[config.mk]
export PLATFORM = sky130hd
export DESIGN_NAME = twire_init_seq_flat
export DESIGN_NICKNAME = d
export VERILOG_FILES = /design/src/rtl/twire_pkg.sv /design/src/rtl/twire_init_seq_if.sv /design/src/rtl/twire_init_seq_xfer_ctl.sv /design/src/rtl/twire_init_seq.sv /design/src/flat_wrapper.sv
export SDC_FILE = /design/constraint.sdc
export NUM_CORES = 1
export LEC_CHECK = 0
export CELL_PAD_IN_SITES_DETAIL_PLACEMENT = 2
export CELL_PAD_IN_SITES_GLOBAL_PLACEMENT = 2
export CORE_ASPECT_RATIO = 0.75
export CORE_MARGIN = 2
export CORE_UTILIZATION = 39
export DETAILED_ROUTE_END_ITERATION = 8
export GPL_ROUTABILITY_DRIVEN = 0
export HOLD_SLACK_MARGIN = 0.06
export PLACE_DENSITY = 0.95
export SLEW_MARGIN = 20
export SYNTH_ARGS = -nofsm -noshare
export SYNTH_HDL_FRONTEND = slang
export SYNTH_SLANG_ARGS = --single-unit
[constraint.sdc]
create_clock -name clk -period 16.4 [get_ports clk]
set_input_delay 3.28 -clock clk [delete_from_list [all_inputs] [get_ports clk]]
set_output_delay 3.28 -clock clk [all_outputs]
set_load 0.01 [all_outputs]
[src/rtl/twire_pkg.sv]
// rtl/twire_pkg.sv - shared types and constants for the two-wire init sequencer
//
// Holds the table op encoding, the sequencer and transfer state encodings,
// the packed 34-bit table entry layout and the retry gap length.

package twire_pkg;

    typedef enum logic [1:0] {
        OP_WR    = 2'b00,
        OP_DLY   = 2'b01,
        OP_RDCHK = 2'b10,
        OP_END   = 2'b11
    } op_e;

    typedef enum logic [2:0] {
        ST_IDLE,
        ST_FETCH,
        ST_DECODE,
        ST_XFER,
        ST_RETRY_GAP,
        ST_DELAY,
        ST_DONE,
        ST_FAIL
    } seq_state_e;

    typedef enum logic [1:0] {
        XS_IDLE,
        XS_ISSUE,
        XS_WAIT_ACK,
        XS_WAIT_DONE
    } xfer_state_e;

    typedef struct packed {
        op_e         op;
        logic [15:0] reg_addr;
        logic [15:0] data;
    } entry_t;

    localparam int RETRY_GAP_CYC = 8;

endpackage

[src/rtl/twire_init_seq_if.sv]
// rtl/twire_init_seq_if.sv - command/response handshake to the two-wire serial master
//
// master modport: sequencer side (drives rw/valid_in/reg_addr/data_in,
//                 receives busy/valid_out/data_out/error)
// slave modport:  serial master side

interface twire_init_seq_if;
    logic        m_rw;
    logic        m_valid_in;
    logic [15:0] m_reg_addr;
    logic [15:0] m_data_in;
    logic        m_busy;
    logic        m_valid_out;
    logic [15:0] m_data_out;
    logic        m_error;

    modport master (
        output m_rw, m_valid_in, m_reg_addr, m_data_in,
        input  m_busy, m_valid_out, m_data_out, m_error
    );

    modport slave (
        input  m_rw, m_valid_in, m_reg_addr, m_data_in,
        output m_busy, m_valid_out, m_data_out, m_error
    );
endinterface

[src/rtl/twire_init_seq_xfer_ctl.sv]
// rtl/twire_init_seq_xfer_ctl.sv - one master transaction: issue, ack wait, busy wait, timeouts
//
// Ports:
//   clk, sync_rst_n        clock, synchronous active-low reset
//   start_i                begin a transaction with rw_i/reg_addr_i/data_i
//   mif                    master handshake (master modport)
//   done_o                 one-cycle pulse when the attempt ends
//   ok_o                   valid with done_o: handshake finished without error/timeout
//   rd_vld_o, rd_data_o    read strobe seen during the attempt and its latched data

module twire_xfer_ctl
    import twire_pkg::*;
#(
    parameter int ACK_TO  = 16,
    parameter int XFER_TO = 65535
) (
    input  logic                  clk,
    input  logic                  sync_rst_n,
    input  logic                  start_i,
    input  logic                  rw_i,
    input  logic [15:0]           reg_addr_i,
    input  logic [15:0]           data_i,
    twire_init_seq_if.master      mif,
    output logic                  done_o,
    output logic                  ok_o,
    output logic                  rd_vld_o,
    output logic [15:0]           rd_data_o
);

    xfer_state_e xs_q, xs_d;
    logic [31:0] cnt_q, cnt_d;
    logic        rw_q, rw_d;
    logic [15:0] addr_q, addr_d;
    logic [15:0] wdata_q, wdata_d;
    logic        err_q, err_d;
    logic        done_q, done_d;
    logic        ok_q, ok_d;
    logic        rd_vld_q, rd_vld_d;
    logic [15:0] rd_data_q, rd_data_d;
    logic        vout_prev_q;

    always_ff @(posedge clk) begin
        if (!sync_rst_n) begin
            xs_q        <= XS_IDLE;
            cnt_q       <= '0;
            rw_q        <= 1'b0;
            addr_q      <= '0;
            wdata_q     <= '0;
            err_q       <= 1'b0;
            done_q      <= 1'b0;
            ok_q        <= 1'b0;
            rd_vld_q    <= 1'b0;
            rd_data_q   <= '0;
            vout_prev_q <= 1'b0;
        end else begin
            xs_q        <= xs_d;
            cnt_q       <= cnt_d;
            rw_q        <= rw_d;
            addr_q      <= addr_d;
            wdata_q     <= wdata_d;
            err_q       <= err_d;
            done_q      <= done_d;
            ok_q        <= ok_d;
            rd_vld_q    <= rd_vld_d;
            rd_data_q   <= rd_data_d;
            vout_prev_q <= mif.m_valid_out;
        end
    end

    always_comb begin
        xs_d      = xs_q;
        cnt_d     = cnt_q;
        rw_d      = rw_q;
        addr_d    = addr_q;
        wdata_d   = wdata_q;
        err_d     = err_q;
        done_d    = 1'b0;
        ok_d      = ok_q;
        rd_vld_d  = rd_vld_q;
        rd_data_d = rd_data_q;

        case (xs_q)
            XS_IDLE: begin
                if (start_i) begin
                    xs_d      = XS_ISSUE;
                    rw_d      = rw_i;
                    addr_d    = reg_addr_i;
                    wdata_d   = data_i;
                    err_d     = 1'b0;
                    ok_d      = 1'b0;
                    rd_vld_d  = 1'b0;
                    rd_data_d = '0;
                    cnt_d     = '0;
                end
            end
            XS_ISSUE: begin
                err_d = err_q | mif.m_error;
                cnt_d = '0;
                xs_d  = XS_WAIT_ACK;
            end
            XS_WAIT_ACK: begin
                err_d = err_q | mif.m_error;
                if (mif.m_busy) begin
                    cnt_d = '0;
                    xs_d  = XS_WAIT_DONE;
                end else if (cnt_q >= 32'(ACK_TO - 1)) begin
                    // Busy never came, so there is nothing to wait out.
                    xs_d   = XS_IDLE;
                    done_d = 1'b1;
                    ok_d   = 1'b0;
                end else begin
                    cnt_d = cnt_q + 32'd1;
                end
            end
            XS_WAIT_DONE: begin
                err_d = err_q | mif.m_error;
                if (!mif.m_busy) begin
                    xs_d   = XS_IDLE;
                    done_d = 1'b1;
                    ok_d   = !(err_q | mif.m_error);
                end else if (cnt_q >= 32'(XFER_TO - 1)) begin
                    xs_d   = XS_IDLE;
                    done_d = 1'b1;
                    ok_d   = 1'b0;
                end else begin
                    cnt_d = cnt_q + 32'd1;
                end
            end
            default: xs_d = XS_IDLE;
        endcase

        // Read data is latched on the strobe's rising edge, only inside a read attempt.
        if (xs_q != XS_IDLE && rw_q && mif.m_valid_out && !vout_prev_q) begin
            rd_vld_d  = 1'b1;
            rd_data_d = mif.m_data_out;
        end
    end

    assign mif.m_valid_in = (xs_q == XS_ISSUE);
    assign mif.m_rw       = rw_q;
    assign mif.m_reg_addr = addr_q;
    assign mif.m_data_in  = wdata_q;
    assign done_o         = done_q;
    assign ok_o           = ok_q;
    assign rd_vld_o       = rd_vld_q;
    assign rd_data_o      = rd_data_q;

endmodule

[src/rtl/twire_init_seq.sv]
// rtl/twire_init_seq.sv - table-driven bring-up sequencer for the two-wire serial master
//
// Walks the configuration table from index 0 after start, issuing writes,
// read-checks and delays, retrying failed transfers up to MAX_RETRY times.
// Optional feature macro: TWIRE_INIT_READCHECK_EN (undefined: op READ_CHECK
// is skipped without a transaction).
//
// Ports:
//   clk, sync_rst_n   clock, synchronous active-low reset
//   start             one-cycle start, honoured in IDLE/DONE/FAIL
//   tbl_addr/tbl_data table index out, entry in one cycle later
//   mif               master handshake (master modport)
//   seq_busy          sequencer active
//   done, fail        completion levels; fail_idx = entry that exhausted retries

module twire_init_seq
    import twire_pkg::*;
#(
    parameter int TBL_AW    = 6,
    parameter int MAX_RETRY = 3,
    parameter int DLY_UNIT  = 1000,
    parameter int ACK_TO    = 16,
    parameter int XFER_TO   = 65535
) (
    input  logic              clk,
    input  logic              sync_rst_n,
    input  logic              start,
    output logic [TBL_AW-1:0] tbl_addr,
    input  logic [33:0]       tbl_data,
    twire_init_seq_if.master  mif,
    output logic              seq_busy,
    output logic              done,
    output logic              fail,
    output logic [TBL_AW-1:0] fail_idx
);

    seq_state_e        state_q, state_d;
    logic [TBL_AW-1:0] idx_q, idx_d;
    logic [7:0]        retry_q, retry_d;
    logic [3:0]        gap_q, gap_d;
    logic [31:0]       dly_q, dly_d;
    entry_t            entry_q, entry_d;
    logic [TBL_AW-1:0] fail_idx_q, fail_idx_d;

    entry_t      tbl_ent;
    logic        advance;
    logic        xfer_start;
    logic        xfer_done;
    logic        xfer_ok;
    logic        xfer_pass;
    logic        rd_vld;
    logic [15:0] rd_data;
    logic [31:0] dly_load;

    assign tbl_ent  = entry_t'(tbl_data);
    assign dly_load = 32'(tbl_ent.data) * 32'(DLY_UNIT);

    // A read-check only passes if the strobe arrived and carried the expected data.
    assign xfer_pass = xfer_ok &&
                       ((entry_q.op != OP_RDCHK) || (rd_vld && rd_data == entry_q.data));

    always_ff @(posedge clk) begin
        if (!sync_rst_n) begin
            state_q    <= ST_IDLE;
            idx_q      <= '0;
            retry_q    <= '0;
            gap_q      <= '0;
            dly_q      <= '0;
            entry_q    <= '0;
            fail_idx_q <= '0;
        end else begin
            state_q    <= state_d;
            idx_q      <= idx_d;
            retry_q    <= retry_d;
            gap_q      <= gap_d;
            dly_q      <= dly_d;
            entry_q    <= entry_d;
            fail_idx_q <= fail_idx_d;
        end
    end

    always_comb begin
        state_d    = state_q;
        idx_d      = idx_q;
        retry_d    = retry_q;
        gap_d      = gap_q;
        dly_d      = dly_q;
        entry_d    = entry_q;
        fail_idx_d = fail_idx_q;
        advance    = 1'b0;
        xfer_start = 1'b0;

        case (state_q)
            ST_IDLE, ST_DONE, ST_FAIL: begin
                if (start) begin
                    state_d    = ST_FETCH;
                    idx_d      = '0;
                    retry_d    = '0;
                    fail_idx_d = '0;
                end
            end
            ST_FETCH: state_d = ST_DECODE;
            ST_DECODE: begin
                entry_d = tbl_ent;
                case (tbl_ent.op)
                    OP_WR: begin
                        xfer_start = 1'b1;
                        state_d    = ST_XFER;
                    end
                    OP_RDCHK: begin
`ifdef TWIRE_INIT_READCHECK_EN
                        xfer_start = 1'b1;
                        state_d    = ST_XFER;
`else
                        advance = 1'b1;
`endif
                    end
                    OP_DLY: begin
                        dly_d = dly_load;
                        if (dly_load == 32'd0) begin
                            advance = 1'b1;
                        end else begin
                            state_d = ST_DELAY;
                        end
                    end
                    default: state_d = ST_DONE;
                endcase
            end
            ST_XFER: begin
                if (xfer_done) begin
                    if (xfer_pass) begin
                        advance = 1'b1;
                    end else if (retry_q < 8'(MAX_RETRY)) begin
                        retry_d = retry_q + 8'd1;
                        gap_d   = 4'(RETRY_GAP_CYC - 1);
                        state_d = ST_RETRY_GAP;
                    end else begin
                        fail_idx_d = idx_q;
                        state_d    = ST_FAIL;
                    end
                end
            end
            ST_RETRY_GAP: begin
                if (gap_q == 4'd0) begin
                    xfer_start = 1'b1;
                    state_d    = ST_XFER;
                end else begin
                    gap_d = gap_q - 4'd1;
                end
            end
            ST_DELAY: begin
                if (dly_q <= 32'd1) begin
                    advance = 1'b1;
                end else begin
                    dly_d = dly_q - 32'd1;
                end
            end
            default: state_d = ST_IDLE;
        endcase

        // The last table slot finishing is an implicit END; the index never wraps.
        if (advance) begin
            retry_d = '0;
            if (idx_q == '1) begin
                state_d = ST_DONE;
            end else begin
                idx_d   = idx_q + TBL_AW'(1);
                state_d = ST_FETCH;
            end
        end
    end

    // entry_d carries the freshly decoded entry in DECODE and the held one on retries.
    twire_xfer_ctl #(
        .ACK_TO  (ACK_TO),
        .XFER_TO (XFER_TO)
    ) u_xfer (
        .clk        (clk),
        .sync_rst_n (sync_rst_n),
        .start_i    (xfer_start),
        .rw_i       (entry_d.op == OP_RDCHK),
        .reg_addr_i (entry_d.reg_addr),
        .data_i     (entry_d.data),
        .mif        (mif),
        .done_o     (xfer_done),
        .ok_o       (xfer_ok),
        .rd_vld_o   (rd_vld),
        .rd_data_o  (rd_data)
    );

    assign tbl_addr = idx_q;
    assign seq_busy = !(state_q == ST_IDLE || state_q == ST_DONE || state_q == ST_FAIL);
    assign done     = (state_q == ST_DONE);
    assign fail     = (state_q == ST_FAIL);
    assign fail_idx = fail_idx_q;

endmodule

[src/flat_wrapper.sv]
// flat-port wrapper written by rule: the top's interface ports become plain ports
module twire_init_seq_flat import twire_pkg::*;
#(
    parameter int TBL_AW    = 6,
    parameter int MAX_RETRY = 3,
    parameter int DLY_UNIT  = 1000,
    parameter int ACK_TO    = 16,
    parameter int XFER_TO   = 65535
)
  (clk, sync_rst_n, start, tbl_addr, tbl_data, seq_busy, done, fail, fail_idx, mif_m_rw, mif_m_valid_in, mif_m_reg_addr, mif_m_data_in, mif_m_busy, mif_m_valid_out, mif_m_data_out, mif_m_error);
  twire_init_seq_if mif_i ();
  input  logic clk;
  input  logic sync_rst_n;
  input  logic start;
  output logic [TBL_AW-1:0] tbl_addr;
  input  logic [33:0] tbl_data;
  output logic seq_busy;
  output logic done;
  output logic fail;
  output logic [TBL_AW-1:0] fail_idx;
  output wire logic [$bits(mif_i.m_rw)-1:0] mif_m_rw;
  output wire logic [$bits(mif_i.m_valid_in)-1:0] mif_m_valid_in;
  output wire logic [$bits(mif_i.m_reg_addr)-1:0] mif_m_reg_addr;
  output wire logic [$bits(mif_i.m_data_in)-1:0] mif_m_data_in;
  input wire logic [$bits(mif_i.m_busy)-1:0] mif_m_busy;
  input wire logic [$bits(mif_i.m_valid_out)-1:0] mif_m_valid_out;
  input wire logic [$bits(mif_i.m_data_out)-1:0] mif_m_data_out;
  input wire logic [$bits(mif_i.m_error)-1:0] mif_m_error;
  assign mif_m_rw = mif_i.m_rw;
  assign mif_m_valid_in = mif_i.m_valid_in;
  assign mif_m_reg_addr = mif_i.m_reg_addr;
  assign mif_m_data_in = mif_i.m_data_in;
  assign mif_i.m_busy = mif_m_busy;
  assign mif_i.m_valid_out = mif_m_valid_out;
  assign mif_i.m_data_out = mif_m_data_out;
  assign mif_i.m_error = mif_m_error;
  twire_init_seq #(.TBL_AW(TBL_AW), .MAX_RETRY(MAX_RETRY), .DLY_UNIT(DLY_UNIT), .ACK_TO(ACK_TO), .XFER_TO(XFER_TO)) u_core (.clk(clk), .sync_rst_n(sync_rst_n), .start(start), .tbl_addr(tbl_addr), .tbl_data(tbl_data), .mif(mif_i), .seq_busy(seq_busy), .done(done), .fail(fail), .fail_idx(fail_idx));
endmodule
### Word-level counts from Yosys, hierarchy flattened

Cells that the tools add are included.

* equal/unequal tests: 38
* bitwise gates (word level): 2
* muxes and demuxes: 71
* multiply operators: 1
* reductions and logical operators: 37
* magnitude comparators: 4
* $add $sub $neg: 5

Operators by type and width (count)
* $mux W32: 7
* $pmux W32 S4: 1
* $pmux W32 S2: 1
* $mux W16: 3
* $mux W6: 8
* $mux W34: 1
* $add A32 B1 Y32 const B: 1
* $ge A32 B16 Y1 const B: 1
* $ge A32 B4 Y1 const B: 1
* $le A32 B1 Y1 const B: 1
* $logic_not A32 Y1: 1
* $mux W8: 4
* $sub A32 B1 Y32 const B: 1
* $ne A2 B2 Y1 const B: 12
* $mul A16 B7 Y23 const B: 1
* $mux W3: 7
* $reduce_and A5 Y1: 4
* $mux W1: 17
* $eq A16 B16 Y1: 1
* $mux W4: 4
* $pmux W8 S2: 1
* $pmux W3 S5: 1
* $eq A3 B3 Y1 const B: 4
* $mux W2: 6
* other kinds (37): 69

* word-level logic and storage cells: 178
* output and inout bits: 49
* bits in registers: 181
* input bits: 56

### Logic depth before layout (Yosys ltp)

Gate-level depths: netlist of the first run.

* depth in word-level cells: 9
* mapped depth: 19
* depth with buffers taken out: 17

### Modules after synthesis

From an unflattened synthesis of the first run, not the netlist that was laid out.

* cell total of the unflattened synthesis: 1281
* area, all modules: 11029.3 um2

By module, submodules not included
* twire_init_seq: cells each 874, sequential area each 1861.8 um2, area an instance 7599.8 um2, instances 1
* twire_xfer_ctl: cells each 407, sequential area each 1761.7 um2, area an instance 3429.5 um2, instances 1

### Worst setup path before layout of the first run

OpenSTA, ideal clock, no wires.

* path type: input-to-reg
* from: in tbl_data[7]
* to: reg u_core.state_q[0]
* data required time: 16283 ps
* buffers on the path: 2
* arrival time: 7862 ps
* stages on the path: 18
* library setup time: 117 ps
* path slack: 8421 ps
* path through: fa_1 inv_1 fa_1 fa_1 inv_1 fa_1 ha_1 clkbuf_1 and4_1 and3_1 and3_1 or3b_1 a211oi_2 nand4b_1 a21oi_4 buf_4 nor2_1 a32o_1

* longest elaborated chain between the ends: 7
* elaborated cells on any way between the ends: 14
* those cells by class: mul: 1; eq/ne: 6; mux: 4; reduce/logical: 3

Ends and longest elaborated chain
* start, declared: line flat_wrapper.sv:16 `input logic [33:0] tbl_data;`
* $mul A16 B7 Y23 (*): line twire_init_seq.sv:56 `assign dly_load = 32'(tbl_ent.data) * 32'(DLY_UNIT);`
* $logic_not A32 Y1 (*): line twire_init_seq.sv:120 `if (dly_load == 32'd0) begin`
* $mux W1: line twire_init_seq.sv:120
* $pmux W1 S2: line twire_init_seq.sv:105 `case (tbl_ent.op)`
* $pmux W1 S3: line twire_init_seq.sv:93 `case (state_q)`
* $ne A4 B3 Y1 (no source line) (tied with other cells)
* $reduce_and A7 Y1 (no source line)
* end signal, assigned: line twire_init_seq.sv:72 `state_q <= state_d;`
* end, declared: line twire_init_seq.sv:37 `seq_state_e state_q, state_d;`

Every way passes the cells marked *; elsewhere a longest branch is shown, timed or not.
A chain may end at the register's enable or synchronous reset.

### Final worst setup path of the first run

* from: in tbl_data[2]
* to: reg u_core.idx_q[1], in the netlist u_core.tbl_addr[1]

* longest elaborated chain between the ends: 6

Ends and longest elaborated chain
* $mul A16 B7 Y23: line twire_init_seq.sv:56
* $logic_not A32 Y1: line twire_init_seq.sv:120
* $mux W1: line twire_init_seq.sv:120
* $pmux W1 S2: line twire_init_seq.sv:105
* $pmux W1 S3: line twire_init_seq.sv:93
* $mux W6: line twire_init_seq.sv:162 `if (advance) begin`
* end signal, assigned: line twire_init_seq.sv:73 `idx_q <= idx_d;`
* end, declared: line twire_init_seq.sv:38 `logic [TBL_AW-1:0] idx_q, idx_d;`

No other way between the ends.

==> key figures, run 1 <==
Synthesis
  • Synthesized netlist net count: 1407
  • Post-synth EDFFs: 0
  • Synth Area per Inst: just under 9 sq um
  • Cell Area, Synth: approximately 0.011 sq mm
  • Ys async rst share: 0%
  • Top FF cell, synth: dfxtp_1
  • Warnings from Yosys: 0
  • Unique masters post-synth: slightly below 80
  • Post-synthesis register bit count: approximately 180
  • Seq/Total Area, Yosys: 33.6%
  • Mapped Cells: around 1200

Placement
  • Detailed placement HPWL: 30.6 mm
  • Port Buf Inserts: around 100
  • Post-Place Setup Slack: about 6.5 ns

Floorplan
  • Die Y: roughly 150 um
  • Die width: 196 um
  • Std-Cell Rows: 52
  • Die ar.: a little under 0.03 sq mm
  • I/O Pins: roughly 110
  • Initial Util: about two fifths
  • Core Box Area: 0.0271 sq mm

Timing
  • Pins Over Slew Limit: 0
  • Crit share post-route: 60.5%
  • Peak Freq: 0.101 GHz
  • Layout Skew: 0.0205 ns
  • Setup TNS: 0 ns
  • RSZ-0062 raised after global routing: false
  • Setup WS post-layout: about 6.5 ns
  • Slew headroom: a little under a third
  • Fin. Hold Viols: 0
  • Final setup violation count: 0
  • Worst Tran Pin Value: between 1 and 1.5 ns
  • Tmin final: ~9.9 ns

Critical path
  • Max stage delay cell, worst path: clkdlybuf4s50_1
  • Crit. Startpoint: tbl_data[2]
  • Ordered list of cells on the worst path: clkdlybuf4s50_1, fa_1, inv_1, fa_1, inv_1, fa_1, fa_1, ha_1, a211oi_1, o21ai_0, a2111oi_0, nor3_1, nor4_1, nand4b_1, a21oi_4, and2_1, mux2i_1
  • Worst path most repeated cell: fa_1
  • Worst path bufs/invs: 3
  • CP Class: input pin to flop
  • Critical path's top delay family: adder cells
  • Max incr delay on CP: approximately 0.71 ns
  • Startpoint Class: input pin
  • CP arrival: ~10 ns
  • Worst-path maximum fanout: 15
  • Worst Path Required: about 17 ns
  • Worst R2R Start: u_core.dly_q[8]
  • Crit path capture type: flop

Min path
  • Worst hold start: u_core.entry_q[29]
  • Hold Crit Class: flop to flop

Routing
  • Pre-antenna DRT Iters: 5
  • DRC: 0
  • Initial drt markers: between 700 and 800
  • DR vias/cell: 6.24
  • Routed WL: just under 50 mm
  • WL/cell: between 20 and 30 um
  • Antenna-violating nets left: 0
  • Vias: 10400

Global routing
  • Global router's overall resource usage: between 30% and 40%
  • First-pass GRT wire length: between 70 and 80 mm
  • Largest net degree at the start of global routing: between 70 and 80
  • Initial antenna violation count: 0
  • Gr ovfl total: 0
  • Vias in the first global route: approximately 12000

Pwr
  • P_leak: 5.41 nW
  • PD cells: 192 mW/mm^2
  • Maximum vdd ir drop: around 0.09 mV

Final layout
  • Area Growth Syn to Fin: 18.2%
  • FILL cells: 2880
  • Final #Nets: 1485
  • N_diodes: 0
  • Layout cells sized above 1: 4.55%

Clock tree
  • Skew-Pair Late Insertion Delay: ~0.47 ns
  • Root Buffer Master: clkbuf_16
  • Max clock buf depth: 2
  • TritonCTS Buffers: 17
  • H-tree levels: 4
  • TritonCTS clock tree: built
  • CTS clk-pin slew, worst paths: around 0.090 ns
  • Clk sinks: 181
  • Post-CTS Setup Bufs: 0
  • CTS-repair resized insts: 0
  • Hold-fix buffers, CTS: 0

Job
  • Max-Cap Viols: 0

Status
  • Outcome: completed
## metal layers
layer  wire [um]  global-route usage [%]
met3        2790                    7.28
met5           0                       0
met2       23100                    57.2
met4        2630                    19.0
met1       19800                    40.4
## cells by family after synthesis
group / Yosys count / share of synthesized area (%)
xor+xnor: 59 / 4.92
compound gates: 289 / 18.5
buf+inv: 154 / 5.42
flops: 181 / 33.6
fa+ha+maj: 124 / 18.1
simple gates: 411 / 18.5
mux: 9 / 0.905
## power by group
part           switching, W  total [W]  internal, W  leakage, nW
registers         0.0000766   0.000584     0.000508         1.47
logic              0.000925    0.00140     0.000479         3.65
clock network      0.000222   0.000454     0.000232        0.303
total               0.00122    0.00244      0.00122         5.41
## cell usage after synthesis, types with 3 or more instances
cell / count / area (sq um)
o31a_1: 3 / 26.3
or3_1: 4 / 25.0
ha_1: 70 / 876
xor2_1: 33 / 289
mux2i_1: 6 / 60.1
o311ai_0: 3 / 26.3
o22a_1: 32 / 280
nor3_1: 28 / 140
nor3b_1: 3 / 22.5
a22oi_1: 9 / 67.6
clkbuf_1: 46 / 173
o32ai_1: 3 / 26.3
a31oi_1: 6 / 37.5
nand3_1: 19 / 95.1
nand4b_1: 3 / 26.3
nor4_1: 27 / 169
inv_1: 100 / 375
a311oi_1: 4 / 35.0
or2_2: 7 / 43.8
nand2b_1: 4 / 25.0
nor2_1: 109 / 409
o21ai_0: 32 / 160
xnor2_1: 25 / 219
dfxtp_1: 181 / 3620
and3_1: 14 / 87.6
a211oi_1: 19 / 143
nand4_1: 11 / 68.8
or4_1: 6 / 45.0
o22ai_1: 7 / 43.8
fa_1: 54 / 1080
a22o_1: 15 / 131
and4_1: 8 / 70.1
a2111oi_0: 4 / 35.0
a21oi_1: 88 / 440
and2_1: 28 / 175
o211ai_1: 9 / 67.6
o21a_1: 6 / 45.0
nor2b_1: 5 / 31.3
a21o_1: 14 / 105
buf_1: 4 / 15.0
nand2_1: 124 / 465
## final cells by class
| class | count | area, sq um | share of cell area (%) |
|---|---|---|---|
| clock buffer | 17 | 425 | 3.34 |
| clock inverter | 15 | 190 | 1.49 |
| inverter | 101 | 379 | 2.97 |
| multi-input combinational | 892 | 6590 | 51.7 |
| sequential | 181 | 3620 | 28.4 |
| tap | 351 | 439 | 3.45 |
| timing repair buffer | 112 | 1100 | 8.64 |
## stage by stage
stage | power (W) | utilization (%) | hold slack, ns | instance area, sq um | instances
final | 0.00244 | 47.1 | 0.475 | 12700 | 1669
after global routing | 0.00254 | 47.1 | 0.498 | 12700 | 1669
after CTS | 0.00240 | 47.1 | 0.479 | 12700 | 1669
after detailed placement | 0.00185 | 44.8 | 0.451 | 12100 | 1637
after global placement | 0.00172 | 44.8 | 0.442 | 12100 | 1637
after floorplan | 0.00139 | - | 0.430 | 10800 | 1227
## sequential cells by signal, summed over array words and instances, names as in the netlist
register and cells:
u_core.u_xfer.vout_prev_q 1, u_core.gap_q 4, u_core.entry_q 34, u_core.u_xfer.cnt_q 32, u_core.state_q 3, u_core.u_xfer.rd_data_o 16
u_core.u_xfer.err_q 1, u_core.fail_idx 6, u_core.u_xfer.mif.m_rw 1, u_core.u_xfer.mif.m_reg_addr 16, u_core.retry_q 8, u_core.u_xfer.done_o 1
u_core.u_xfer.rd_vld_o 1, u_core.u_xfer.xs_q 2, u_core.u_xfer.mif.m_data_in 16, u_core.tbl_addr 6, u_core.dly_q 32, u_core.u_xfer.ok_o 1
## worst paths after layout
kind                                           end  slack [ns]  cells after the start
worst max register to register    u_core.dly_q[10]       12.32                      8
worst max-delay path            u_core.tbl_addr[1]        6.48                     17
worst min register to register  u_core.entry_q[29]        0.48                      2
worst min-delay path            u_core.entry_q[29]        0.48                      2
## tightest hold or removal path: cells and delay by family, from the launching register on
family / cells / cell delay [ns]
AO/OA/AOI/OAI: 1 / 0.07
flip-flops: 1 / 0.30
AND/OR/NAND/NOR: 1 / 0.05
## placed cells by master (no fill, tap or decap), types with 5 or more instances in the layout
| cell type | netlist | routed |
|---|---|---|
| a31oi_1 | 6 | 6 |
| a211oi_1 | 19 | 19 |
| o21a_1 | 6 | 6 |
| nor4_1 | 27 | 27 |
| xnor2_1 | 25 | 25 |
| o211ai_1 | 9 | 9 |
| dfxtp_1 | 181 | 181 |
| mux2i_1 | 6 | 6 |
| o22a_1 | 32 | 32 |
| inv_6 | 0 | 5 |
| o21ai_0 | 32 | 32 |
| a22oi_1 | 9 | 9 |
| a21o_1 | 14 | 14 |
| or4_1 | 6 | 6 |
| fa_1 | 54 | 54 |
| nor3_1 | 28 | 28 |
| or2_2 | 7 | 7 |
| inv_1 | 100 | 100 |
| o22ai_1 | 7 | 7 |
| nand2_1 | 124 | 124 |
| and3_1 | 14 | 14 |
| and2_1 | 28 | 28 |
| a21oi_1 | 88 | 88 |
| clkbuf_16 | 0 | 17 |
| clkdlybuf4s50_1 | 0 | 104 |
| nand4_1 | 11 | 11 |
| a22o_1 | 15 | 15 |
| buf_4 | 1 | 8 |
| nor2_1 | 109 | 108 |
| nand3_1 | 19 | 19 |
| xor2_1 | 33 | 33 |
| ha_1 | 70 | 70 |
| and4_1 | 8 | 8 |
No activity file was read; power rests on OpenSTA's default activity.
==> inputs of run 2 (changes only) <==
- CORE_UTILIZATION: 39 -> 36
- PLACE_DENSITY: 0.95 -> 0.91
- clock period: 16.4 -> 9.6 ns (I/O delays scaled with it)
==> run 2 against run 1 <==
Critical path depth stayed put; largest power group unchanged; first-iteration DRC count decreased by 30%; cell count grew 2.5%; sequential share of layout area down 0.097 points; die area increased by 8.1%; core utilization fell by 3.4 points; clock skew down 0.0068 ns; cell area up 0.34%; routed wire length shrank 7.8%; global-route usage is 5.0 points lower; non-clock buffer count stayed put; power increased by 69%.
==> key figures, run 2 (synthesized netlist as in run 1, its figures left out) <==
Status
  • Outcome: completed

Timing
  • Setup TNS: 0 ns
  • Final setup violation count: 0
  • Worst Tran Pin Value: about 1.0 ns
  • Layout Skew: about 0.014 ns
  • Fin. Hold Viols: 0
  • Tmin final: 8.36 ns
  • Slew headroom: about a third
  • RSZ-0062 raised after global routing: false
  • Pins Over Slew Limit: 0
  • Crit share post-route: between 80 and 90%
  • Peak Freq: roughly 0.12 GHz

Critical path
  • Crit path capture type: flop
  • Max stage delay cell, worst path: clkdlybuf4s50_1
  • Max incr delay on CP: about 0.74 ns
  • Reg2reg end: u_core.dly_q[12]
  • CP Class: input pin to flop
  • Worst-path maximum fanout: 15
  • Worst Path Required: slightly below 10 ns
  • Ordered list of cells on the worst path: clkdlybuf4s50_1, fa_1, inv_1, fa_1, inv_1, fa_1, fa_1, ha_1, o211ai_1, o21ai_0, a2111oi_0, nor3_1, nor4_1, nand4b_1, a21oi_4, mux2i_1, a211o_1
  • CP arrival: 8.71 ns
  • Worst path bufs/invs: 3
  • Worst R2R Start: u_core.dly_q[8]
  • Reg2reg setup slack: 5.13 ns
  • R2R depth: 9
  • Startpoint Class: input pin
  • Worst path most repeated cell: fa_1
  • Critical path's top delay family: adder cells

Min path
  • Worst hold start: u_core.entry_q[17]
  • Hold Crit Class: flop to flop
  • Worst Hold End: u_core.entry_q[17]
  • Hold path depth: 2

Floorplan
  • Core Box Area: slightly below 0.03 sq mm
  • Std-Cell Rows: 54
  • Die Y: approximately 150 um
  • I/O Pins: around 110
  • Die width: 204 um
  • Initial Util: a little under two fifths
  • Die ar.: 0.0314 sq mm

Clock tree
  • CTS clk-pin slew, worst paths: 0.08 ns
  • Max clock buf depth: 2
  • Clk sinks: about 180
  • Hold-fix buffers, CTS: 0
  • Root Buffer Master: clkbuf_16
  • TritonCTS Buffers: 17
  • TritonCTS clock tree: built
  • Post-CTS Setup Bufs: 0
  • CTS-repair resized insts: 0
  • Skew-Pair Late Insertion Delay: 0.46 ns
  • H-tree levels: 4

Final layout
  • Biggest regs: u_core.entry_q (34), u_core.dly_q (32), u_core.u_xfer.cnt_q (32)
  • Area Growth Syn to Fin: 18.6%
  • Max reg flops: 34
  • Layout cells sized above 1: 4.48%
  • Final #Nets: about 1500
  • Top reg by flops: u_core.entry_q
  • FILL cells: 3192
  • Commonest cells after routing, fill and taps aside: 181 x dfxtp_1, 124 x nand2_1, 108 x nor2_1
  • Fin area: approximately 0.013 sq mm
  • N_diodes: 0
  • Leading cell type in the layout, fill and taps excluded: dfxtp_1
  • Finished Core Util: between 40% and 50%

Placement
  • Port Buf Inserts: 104
  • Area after DPL: 0.0122 sq mm
  • Detailed placement HPWL: ~29 mm

Routing
  • Vias: a little over 10000
  • Routed WL: roughly 45 mm
  • Initial drt markers: approximately 540
  • DR vias/cell: about 6
  • Pre-antenna DRT Iters: 7
  • DRC: 0
  • WL/cell: around 26 um
  • Antenna-violating nets left: 0

Pwr
  • Sw Share: around half
  • Sequential Power Share: between 20% and 30%
  • P_sw: between 0.002 and 0.0025 W
  • Comb pwr share: between 50% and 60%
  • Clk network pwr share: around 18%
  • P_int: roughly 0.0021 W
  • PD cells: roughly 320 mW/mm^2
  • P_leak: 5.41 nW
  • Maximum vdd ir drop: between 0.15 and 0.2 mV

Global routing
  • First-pass GRT wire length: 69.8 mm
  • Vias in the first global route: ~12000
  • Largest net degree at the start of global routing: 44
  • Initial antenna violation count: 1
  • Global router's overall resource usage: slightly below 30%
  • Gr ovfl total: 0

Job
  • Max-Cap Viols: 0
[run 2: cell types whose count changed in the layout (fill, tap and decap cells not counted)]
cell / previous run / this run
inv_6: 5 / 4
inv_8: 2 / 5
clkinv_4: 3 / 1
clkinv_2: 1 / 0
clkinv_8: 2 / 3
bufinv_16: 2 / 1
clkbuf_1: 0 / 1
[run 2: worst register-to-register path: stages, from the launching register on]
cell	delay, ns
dfxtp_1	0.43
or4_1	0.65
nor3_1	0.73
nand4b_1	0.36
nand2_1	0.85
inv_1	0.41
nand2_1	0.36
nor2_1	0.10
xnor2_1	0.17
a211oi_1	0.32
[run 2: stage by stage]
step	setup slack [ns]	cells	hold WS (ns)	power, W
final	1.24	1710	0.472	0.00413
after CTS	1.43	1710	0.477	0.00406
after global placement	1.65	1678	0.443	0.00294
after detailed placement	1.35	1678	0.461	0.00311
after floorplan	2.98	1227	0.430	0.00238
after global routing	1.03	1710	0.504	0.00431
[run 2: how the worst max path moves through the flow]
| stage | startpoint | end | cells after the start |
|---|---|---|---|
| after CTS | tbl_data[0] | u_core.tbl_addr[5] | 17 |
| after global routing | tbl_data[0] | u_core.tbl_addr[5] | 17 |
| after detailed placement | tbl_data[1] | u_core.tbl_addr[5] | 17 |
| after floorplan | tbl_data[7] | u_core.state_q[0] | 18 |
| final | tbl_data[0] | u_core.tbl_addr[5] | 17 |
| after global placement | tbl_data[7] | u_core.tbl_addr[5] | 17 |
[run 2: routing by layer]
layer	vias to the layer above	GRT usage, %	routed length (um)
met2	405	49.2	21800
met1	5251	34.1	18300
met4	2	14.6	2070
li1	4457	-	-
met3	148	6.49	2410
met5	-	0	13
[run 2: power groups by stage]
stage / Combinational, W / Clock [W] / Sequential, W
6_report: 0.00239 / 0.000746 / 0.000988
3_5_place_dp: 0.00211 / 0 / 0.000993
2_1_floorplan: 0.00141 / 0 / 0.000968
5_1_grt: 0.00252 / 0.000789 / 0.00100
3_3_place_gp: 0.00196 / 0 / 0.000979
4_1_cts: 0.00232 / 0.000759 / 0.000984
[run 2: final cells by class]
cell class | count | area, sq um | area share (%)
clock buffer | 18 | 429 | 3.36
tap | 392 | 490 | 3.83
timing repair buffer | 112 | 1100 | 8.61
inverter | 101 | 379 | 2.96
clock inverter | 14 | 179 | 1.40
sequential | 181 | 3620 | 28.3
multi-input combinational | 892 | 6590 | 51.5
==> inputs of run 3 (changes only) <==
- SLEW_MARGIN: 20 -> 10
==> results of run 3 <==
The final DEF is identical to that of run 2; final timing and power are the same.
